[src/rtl/tx_slice_arbiter_pkg.sv]
// Shared xpu definitions for the transmit slice arbiter: the FSM state encoding,
// the number of slices and the arbitration mode constants.
package tx_slice_arbiter_pkg;

    localparam int   NUM_SLICE  = 4;
    localparam logic PRIO_RR    = 1'b0;
    localparam logic PRIO_FIXED = 1'b1;

    typedef enum logic [1:0] {
        ST_IDLE  = 2'd0,
        ST_GRANT = 2'd1,
        ST_BUSY  = 2'd2,
        ST_GAP   = 2'd3
    } arb_state_t;

endpackage

[src/rtl/tx_slice_arbiter_rr_pick4.sv]
// Four-way winner picker shared by both arbitration modes. Round-robin scans
// ptr, ptr+1, ... modulo 4; fixed priority takes the highest requesting index.
module rr_pick4
    import tx_slice_arbiter_pkg::*;
(
    input  logic [NUM_SLICE-1:0] req,
    input  logic [1:0]           ptr,
    input  logic                 mode,
    output logic                 found,
    output logic [1:0]           idx
);

    logic [1:0] cand;

    // Later loop iterations override earlier ones, so each scan visits
    // candidates from lowest to highest precedence.
    always_comb begin
        found = |req;
        idx   = 2'd0;
        cand  = 2'd0;
        if (mode == PRIO_FIXED) begin
            for (int i = 0; i < NUM_SLICE; i++) begin
                if (req[i]) idx = 2'(i);
            end
        end else begin
            for (int k = NUM_SLICE - 1; k >= 0; k--) begin
                cand = ptr + 2'(k);
                if (req[cand]) idx = cand;
            end
        end
    end

endmodule

[src/rtl/tx_slice_arbiter.sv]
// Transmit slice arbiter: grants one eligible queue at a time to the transmit
// controller, tracks the start/done handshake and aborts transmissions that
// exceed the programmable microsecond airtime budget.
module tx_slice_arbiter
    import tx_slice_arbiter_pkg::*;
#(
    parameter int TMO_W = 16,
    parameter int CNT_W = 8
) (
    input  logic             clk,
    input  logic             rstn,
    input  logic             tsf_pulse_1M,
    input  logic [3:0]       slice_en,
    input  logic [3:0]       queue_req,
    input  logic             arb_enable,
    input  logic             prio_mode,
    input  logic [TMO_W-1:0] max_tx_us,
    input  logic             tx_start_ack,
    input  logic             tx_done,
    output logic             grant_valid,
    output logic [1:0]       grant_idx,
    output logic             tx_busy,
    output logic             tx_abort,
    output logic [CNT_W-1:0] timeout_cnt
);

    arb_state_t       state;
    arb_state_t       state_nxt;
    logic [3:0]       eligible;
    logic [1:0]       rr_ptr;
    logic [TMO_W-1:0] us_cnt;
    logic             pick_found;
    logic [1:0]       pick_idx;
    logic             start_grant;
    logic             withdraw;
    logic             expired;

    assign eligible    = queue_req & slice_en;
    assign start_grant = arb_enable && pick_found;
    assign withdraw    = !eligible[grant_idx] || !arb_enable;
    // Compared against the live budget so a reprogrammed limit applies at once.
    assign expired     = (max_tx_us != '0) && (us_cnt == max_tx_us);

    rr_pick4 u_pick (
        .req   (eligible),
        .ptr   (rr_ptr),
        .mode  (prio_mode),
        .found (pick_found),
        .idx   (pick_idx)
    );

    // State register.
    always_ff @(posedge clk) begin
        if (!rstn) state <= ST_IDLE;
        else       state <= state_nxt;
    end

    // Next-state logic; ack beats withdraw and done beats expiry.
    always_comb begin
        state_nxt = state;
        case (state)
            ST_IDLE:  if (start_grant) state_nxt = ST_GRANT;
            ST_GRANT: begin
                if (tx_start_ack)  state_nxt = ST_BUSY;
                else if (withdraw) state_nxt = ST_IDLE;
            end
            ST_BUSY:  if (tx_done || expired) state_nxt = ST_GAP;
            ST_GAP:   state_nxt = ST_IDLE;
            default:  state_nxt = ST_IDLE;
        endcase
    end

    // Grant, busy and round-robin pointer registers.
    always_ff @(posedge clk) begin
        if (!rstn) begin
            grant_valid <= 1'b0;
            grant_idx   <= 2'd0;
            tx_busy     <= 1'b0;
            rr_ptr      <= 2'd0;
        end else begin
            case (state)
                ST_IDLE: begin
                    if (start_grant) begin
                        grant_valid <= 1'b1;
                        grant_idx   <= pick_idx;
                    end
                end
                ST_GRANT: begin
                    if (tx_start_ack) begin
                        grant_valid <= 1'b0;
                        tx_busy     <= 1'b1;
                    end else if (withdraw) begin
                        grant_valid <= 1'b0;
                    end
                end
                // A completed frame drops busy on entry to the gap; an aborted
                // one keeps busy through the abort cycle and drops it on exit.
                ST_BUSY: if (tx_done) tx_busy <= 1'b0;
                ST_GAP: begin
                    tx_busy <= 1'b0;
                    rr_ptr  <= grant_idx + 2'd1;
                end
                default: ;
            endcase
        end
    end

    // Microsecond airtime counter, cleared on ack and saturating in BUSY.
    always_ff @(posedge clk) begin
        if (!rstn) begin
            us_cnt <= '0;
        end else if (state == ST_GRANT && tx_start_ack) begin
            us_cnt <= '0;
        end else if (state == ST_BUSY && tsf_pulse_1M && us_cnt != '1) begin
            us_cnt <= us_cnt + TMO_W'(1);
        end
    end

    // Watchdog abort pulse and saturating abort counter.
    always_ff @(posedge clk) begin
        if (!rstn) begin
            tx_abort    <= 1'b0;
            timeout_cnt <= '0;
        end else begin
            tx_abort <= 1'b0;
            if (state == ST_BUSY && !tx_done && expired) begin
                tx_abort <= 1'b1;
                if (timeout_cnt != '1) timeout_cnt <= timeout_cnt + CNT_W'(1);
            end
        end
    end

endmodule
[config.mk]
export PLATFORM = sky130hd
export DESIGN_NAME = tx_slice_arbiter
export DESIGN_NICKNAME = d
export VERILOG_FILES = /design/src/rtl/tx_slice_arbiter_pkg.sv /design/src/rtl/tx_slice_arbiter_rr_pick4.sv /design/src/rtl/tx_slice_arbiter.sv
export SDC_FILE = /design/constraint.sdc
export NUM_CORES = 1
export LEC_CHECK = 0
export CAP_MARGIN = 10
export CORE_MARGIN = 4
export CORE_UTILIZATION = 40
export CTS_BUF_LIST = sky130_fd_sc_hd__clkbuf_16
export CTS_CLUSTER_SIZE = 40
export DETAILED_ROUTE_END_ITERATION = 16
export PLACE_DENSITY = 0.62
export SETUP_SLACK_MARGIN = 0.5
export SKIP_LAST_GASP = 1
export SLEW_MARGIN = 20
export SYNTH_ARGS = -nofsm -noshare
export SYNTH_HDL_FRONTEND = slang
export SYNTH_HIERARCHICAL = 1
export SYNTH_SLANG_ARGS = --single-unit
[constraint.sdc]
create_clock -name clk -period 5.3 [get_ports clk]
set_input_delay 0.53 -clock clk [delete_from_list [all_inputs] [get_ports clk]]
set_output_delay 0.53 -clock clk [all_outputs]
set_load 0.03 [all_outputs]
Yosys cells after proc, flatten, opt, wreduce, memory -nomap -nowiden
Index checks and enable logic that the tools add are counted.
W data, S select, Z words.
{"block": "word_totals", "register_bits": 33, "input_bits": 31, "output_inout_bits": 13}
{"block": "op_classes", "muxes": 31, "eq_ne": 11, "bitwise_logic": 2, "magnitude_cmp": 5, "addsub": 6, "reduce_logical": 23}
{"cell": "$mux W2", "n": 11}
{"cell": "$add A16 B1 Y16 const B", "n": 1}
{"cell": "$eq A16 B16 Y1", "n": 1}
{"cell": "$ne A16 B16 Y1 const B", "n": 1}
{"cell": "$reduce_bool A16 Y1", "n": 1}
{"cell": "$lt A2 B3 Y1 const B", "n": 5}
{"cell": "$mux W1", "n": 12}
{"cell": "$bmux W1 S2", "n": 5}
{"cell": "$reduce_and A3 Y1", "n": 3}
{"cell": "$add A8 B1 Y8 const B", "n": 1}
{"cell": "$ne A2 B2 Y1 const B", "n": 4}
{"cell": "$ne A8 B8 Y1 const B", "n": 1}
{"cell": "$pmux W2 S4", "n": 1}
{"cell": "$logic_and A1 B1 Y1", "n": 7}
{"cell": "$add A2 B1 Y2 const B", "n": 2}
{"cell": "$add A2 B2 Y2 const B", "n": 2}
{"cell": "$and A4 B4 Y4", "n": 1}
{"cell": "$eq A2 B2 Y1 const B", "n": 2}
{"cell": "$reduce_and A2 Y1", "n": 2}
{"cell": "$reduce_or A4 Y1", "n": 1}
{"cell": "$logic_not A1 Y1", "n": 3}
{"cell": "$ne A3 B3 Y1 const B", "n": 1}
{"cell": "$pmux W1 S3", "n": 1}
{"cell": "$reduce_bool A3 Y1", "n": 1}
{"cell": "7 further kinds", "n": 8}

Longest topological paths before layout
{"block": "depth", "word_depth": 8, "mapped_depth": 7}

Cells and area by module
The synthesis kept the hierarchy.
{"mod": "tx_slice_arbiter", "cells_each": 218, "seq_area_each_um2": 660.6, "area_per_inst_um2": 1875.5, "n_inst": 1}
{"mod": "rr_pick4", "cells_each": 23, "seq_area_each_um2": 0.0, "area_per_inst_um2": 151.4, "n_inst": 1}

Least setup slack after synthesis
Ideal clock, no wire load.
{"block": "synth_timing", "kind": "reg2reg", "startpoint": "register us_cnt[0]", "endpoint": "register us_cnt[15]", "n_path_buf": 1, "path_slack_ns": 3.314, "arrival_ns": 1.863, "synth_period_minus_slack_ns": 1.986, "stages_incl_launch_ff": 8, "path_cell_list": "dfxtp_1 -> ha_1 -> nand2_1 -> or4b_1 -> buf_4 -> and4bb_4 -> nand2_1 -> mux2_1"}
{"block": "synth_between", "elab_chain_len": 2, "word_cells_on_any_way": 3, "cone_classes": "add/sub (1); eq/ne (1); reduce/logical (1)"}
{"element": "start, declared", "line": "tx_slice_arbiter.sv:31", "rtl": "logic [TMO_W-1:0] us_cnt;"}
{"element": "start signal, assigned", "line": "tx_slice_arbiter.sv:115", "rtl": "us_cnt <= us_cnt + TMO_W'(1);"}
{"element": "parallel branches: the longest is 2 deep, another holds $add A16 B1 Y16"}
Parallel ways; which one is timed is not known.
A chain may end at the register's enable or synchronous reset.

Final worst setup path
{"block": "layout_timing", "startpoint": "input port max_tx_us[7]", "endpoint": "register timeout_cnt[6]"}
{"block": "layout_between", "elab_chain_len": 4, "word_cells_on_any_way": 5, "cone_classes": "eq/ne (1); reduce/logical (4)"}
{"element": "start, declared", "line": "tx_slice_arbiter.sv:17", "rtl": "input logic [TMO_W-1:0] max_tx_us,"}
{"element": "$eq A16 B16 Y1 or $reduce_bool A16 Y1 (tied branches)", "line": "tx_slice_arbiter.sv:42", "rtl": "assign expired = (max_tx_us != '0) && (us_cnt == max_tx_us);"}
{"element": "$logic_and A1 B1 Y1 *", "line": "tx_slice_arbiter.sv:42"}
{"element": "$logic_and A1 B1 Y1 *", "line": "tx_slice_arbiter.sv:126", "rtl": "if (state == ST_BUSY && !tx_done && expired) begin"}
{"element": "$reduce_and A2 Y1 (no source line) *"}
{"element": "end signal, assigned", "line": "tx_slice_arbiter.sv:128", "rtl": "if (timeout_cnt != '1) timeout_cnt <= timeout_cnt + CNT_W'(1);"}
{"element": "end, declared", "line": "tx_slice_arbiter.sv:24", "rtl": "output logic [CNT_W-1:0] timeout_cnt"}
Mark *: on every way between the ends. The rest lies on a longest branch, timed or not.

==> flow_summary.toml <==
[power]
power.density_nw_per_um2 = 231
peakVddDrop_v = 0.000151
p_leak_nw = 0.949

[synthesis]
yosysSeqAreaShare = 0.326
synthTopCellsByArea = "dfxtp_1 (33%), xor2_1 (11%), nor2_1 (4.4%), nor4_1 (3.1%), a21oi_1 (3.0%)"
synthFlopType = "dfxtp_1"
synth_area_sq_um = 2030
yosys_warnings = 6
synthArstFlopShare = 0
synth.avg_cell_area_sq_um = 8.41
ys_ff_latch = 33
netlist.area_leader.share = 0.326
synth_cell_types = 51
syn_nets = 274
synth_edf_count = 0
yosys.area.top_type = "dfxtp_1"
syn_inst = 241

[floorplanning]
ios = 44
core_area_sq_um = 4820
start_util = 0.421
row_count = 25
fp.dieH_microns = 79.2
dieArea_sq_um = 6270
die_w_microns = 79.2

[grt]
track_usage = 0.167
grt_pass1_wl_mm = 8.24
grt_pass1_vias = 1714
grt_start_max_net_pins = 18
grt_overflow = 0
antenna_found_initial = 0

[setup_path]
crit_fanout = 16
r2r_cells = 6
setup.worst_path.start = "max_tx_us[7]"
path_class = "primary input to register"
rrSetupSlack_ps = 3030
rr_endpoint = "us_cnt[15]"
reg2reg_from = "us_cnt[0]"
endpoint = "timeout_cnt[6]"
worstPathRequired_ps = 5470
worstPathArrival_ps = 2640
crit_path_start_kind = "primary input"
setup.worst_path.end_class = "register"

[finish]
fin_nets = 316
drive_gt1_frac = 0.0704
fin_util = 0.549
fillers = 474
n_antenna_cell = 0
area_delta_synth_final_pct = 30.5

[cts]
path_clk_slew_ps = 50
root_buffer = "clkbuf_16"
cts_setup_buffers = 0
ctsHoldBuffers = 0
cts_sinks = 33
cts_buffer_depth = 2
insertion_delay_ps = 280
cts_tree = "done"
cts_resized = 0
htreeDepth = 2
cts_buffers = 5

[drt]
vias = 1895
drt_first_pass_iters = 4
drt_iter0_drc = 160
routed_wl_mm = 4.86
detail_route.vias_per_cell = 5.40
drcViolationCount = 0
wl_per_cell_microns = 13.8
drtAntennaViolNets = 0

[hold_path]
min_path_type = "register to register"

[status]
status = "completed"

[placed_design]
place_congestion = 0.895
port_buffers = 43
hpwl_mm = 3.63

[sta]
max_freq_ghz = 0.404
hold_violations = 0
finClkSkew_ps = 5.21
rsz0062_at_grt = "no"
tightestPinTransition_ps = 634
fin_crit_sh = 0.467
final-max-slew-violation-count = 0
slew_headroom = 0.577
fin_crit_ps = 2470
setup_violations = 0
holdWs_ps = 465
finalSetupTns_ps = 0

[run]
max_cap_violations = 0
==> per-stage QoR <==
stage | total power (W) | area (sq um) | setup WS, ps | instances
5_1_grt | 0.000639 | 2650 | 2590 | 351
3_5_place_dp | 0.000341 | 2510 | 2560 | 343
4_1_cts | 0.000616 | 2650 | 2830 | 351
2_1_floorplan | 0.000303 | 2030 | 3310 | 241
6_report | 0.000610 | 2650 | 2830 | 351
3_3_place_gp | 0.000341 | 2510 | 2570 | 343
==> worst max-delay path, stage by stage <==
cell and delay (ps):
clkdlybuf4s50_1 440, xor2_1 160, nor4_1 300, nand3_1 440, or4_1 630, o211a_1 130
==> final cells by class <==
type	instances	area (sq um)	area share
Multi-Input combinational cell	194	1310	0.495
Sequential cell	33	661	0.250
Timing Repair Buffer	43	430	0.163
Clock buffer	5	125	0.0473
Tap cell	67	83.8	0.0317
Inverter	6	22.5	0.00851
Clock inverter	3	13.8	0.00520
==> worst min-delay path by stage <==
stage / to / slack (ps) / start / cells past startpoint
after global routing: tx_busy / 480 / tx_busy / 2
after CTS: tx_busy / 470 / tx_busy / 2
after detailed placement: tx_busy / 460 / tx_busy / 2
after floorplan: register / 490 / register / 2
after global placement: tx_busy / 450 / tx_busy / 2
final: tx_busy / 470 / tx_busy / 2
==> per-layer routing <==
metal / up-vias / wire length [microns] / GRT usage
met5: - / 0 / 0
met2: 57 / 2150 / 0.255
met4: 0 / 76 / 0.0567
met3: 6 / 282 / 0.0420
met1: 857 / 2350 / 0.227
li1: 975 / - / -
==> layout by cell type, fill, tap and decap left out, types with 6 or more instances in the layout <==
| master | instances |
|---|---|
| nor2_1 | 24 |
| xor2_1 | 25 |
| o21ai_0 | 9 |
| inv_1 | 7 |
| nor4_1 | 10 |
| dfxtp_1 | 33 |
| nand4_1 | 6 |
| nand2_1 | 15 |
| clkdlybuf4s50_1 | 43 |
| a21oi_1 | 12 |
| nand3_1 | 11 |
| nor3_1 | 10 |
==> power breakdown <==
group	internal (W)	switching [W]	total, W	leakage [nW]
logic	0.0000421	0.0000349	0.0000770	0.607
clock network	0.000170	0.000104	0.000274	0.0748
registers	0.000252	0.00000652	0.000259	0.266
==> synth_stat cells, types with 2 or more instances <==
cell        n
o2111ai_1   3
nand3b_1    4
dfxtp_1    33
ha_1        2
clkbuf_1    6
inv_1       6
and2_1      4
and3_1      4
nor3_1     10
nand2b_1    5
xor2_1     25
or4_1       4
mux2i_1     5
nor4_1     10
o31ai_1     4
or3_1       3
xnor2_1     3
o211a_1     2
a21oi_1    12
nor2_1     24
o21ai_0     9
nand4_1     6
nand2_1    15
a311oi_1    2
o211ai_1    3
nand3_1    11
o21a_1      2
==> cells by family (layout without fill, tap and decap cells) <==
kind of cell	after synthesis	count (layout)	share of synthesized area
AO/OA/AOI/OAI	45	45	0.157
AND/OR/NAND/NOR	111	111	0.307
buffers and inverters	14	57	0.0284
XOR/XNOR	28	28	0.121
flip-flops	33	33	0.326
multiplexers	8	8	0.0488
adder cells (fa/ha/maj)	2	2	0.0123
==> sequential cells by signal (all words and copies together), names as in the netlist, named ones only <==
name,cells
tx_abort,1
tx_busy,1
grant_idx,2
timeout_cnt,8
us_cnt,16
state,1
grant_valid,1
rr_ptr,2
Note: power is estimated with default switching activity, not from simulation.
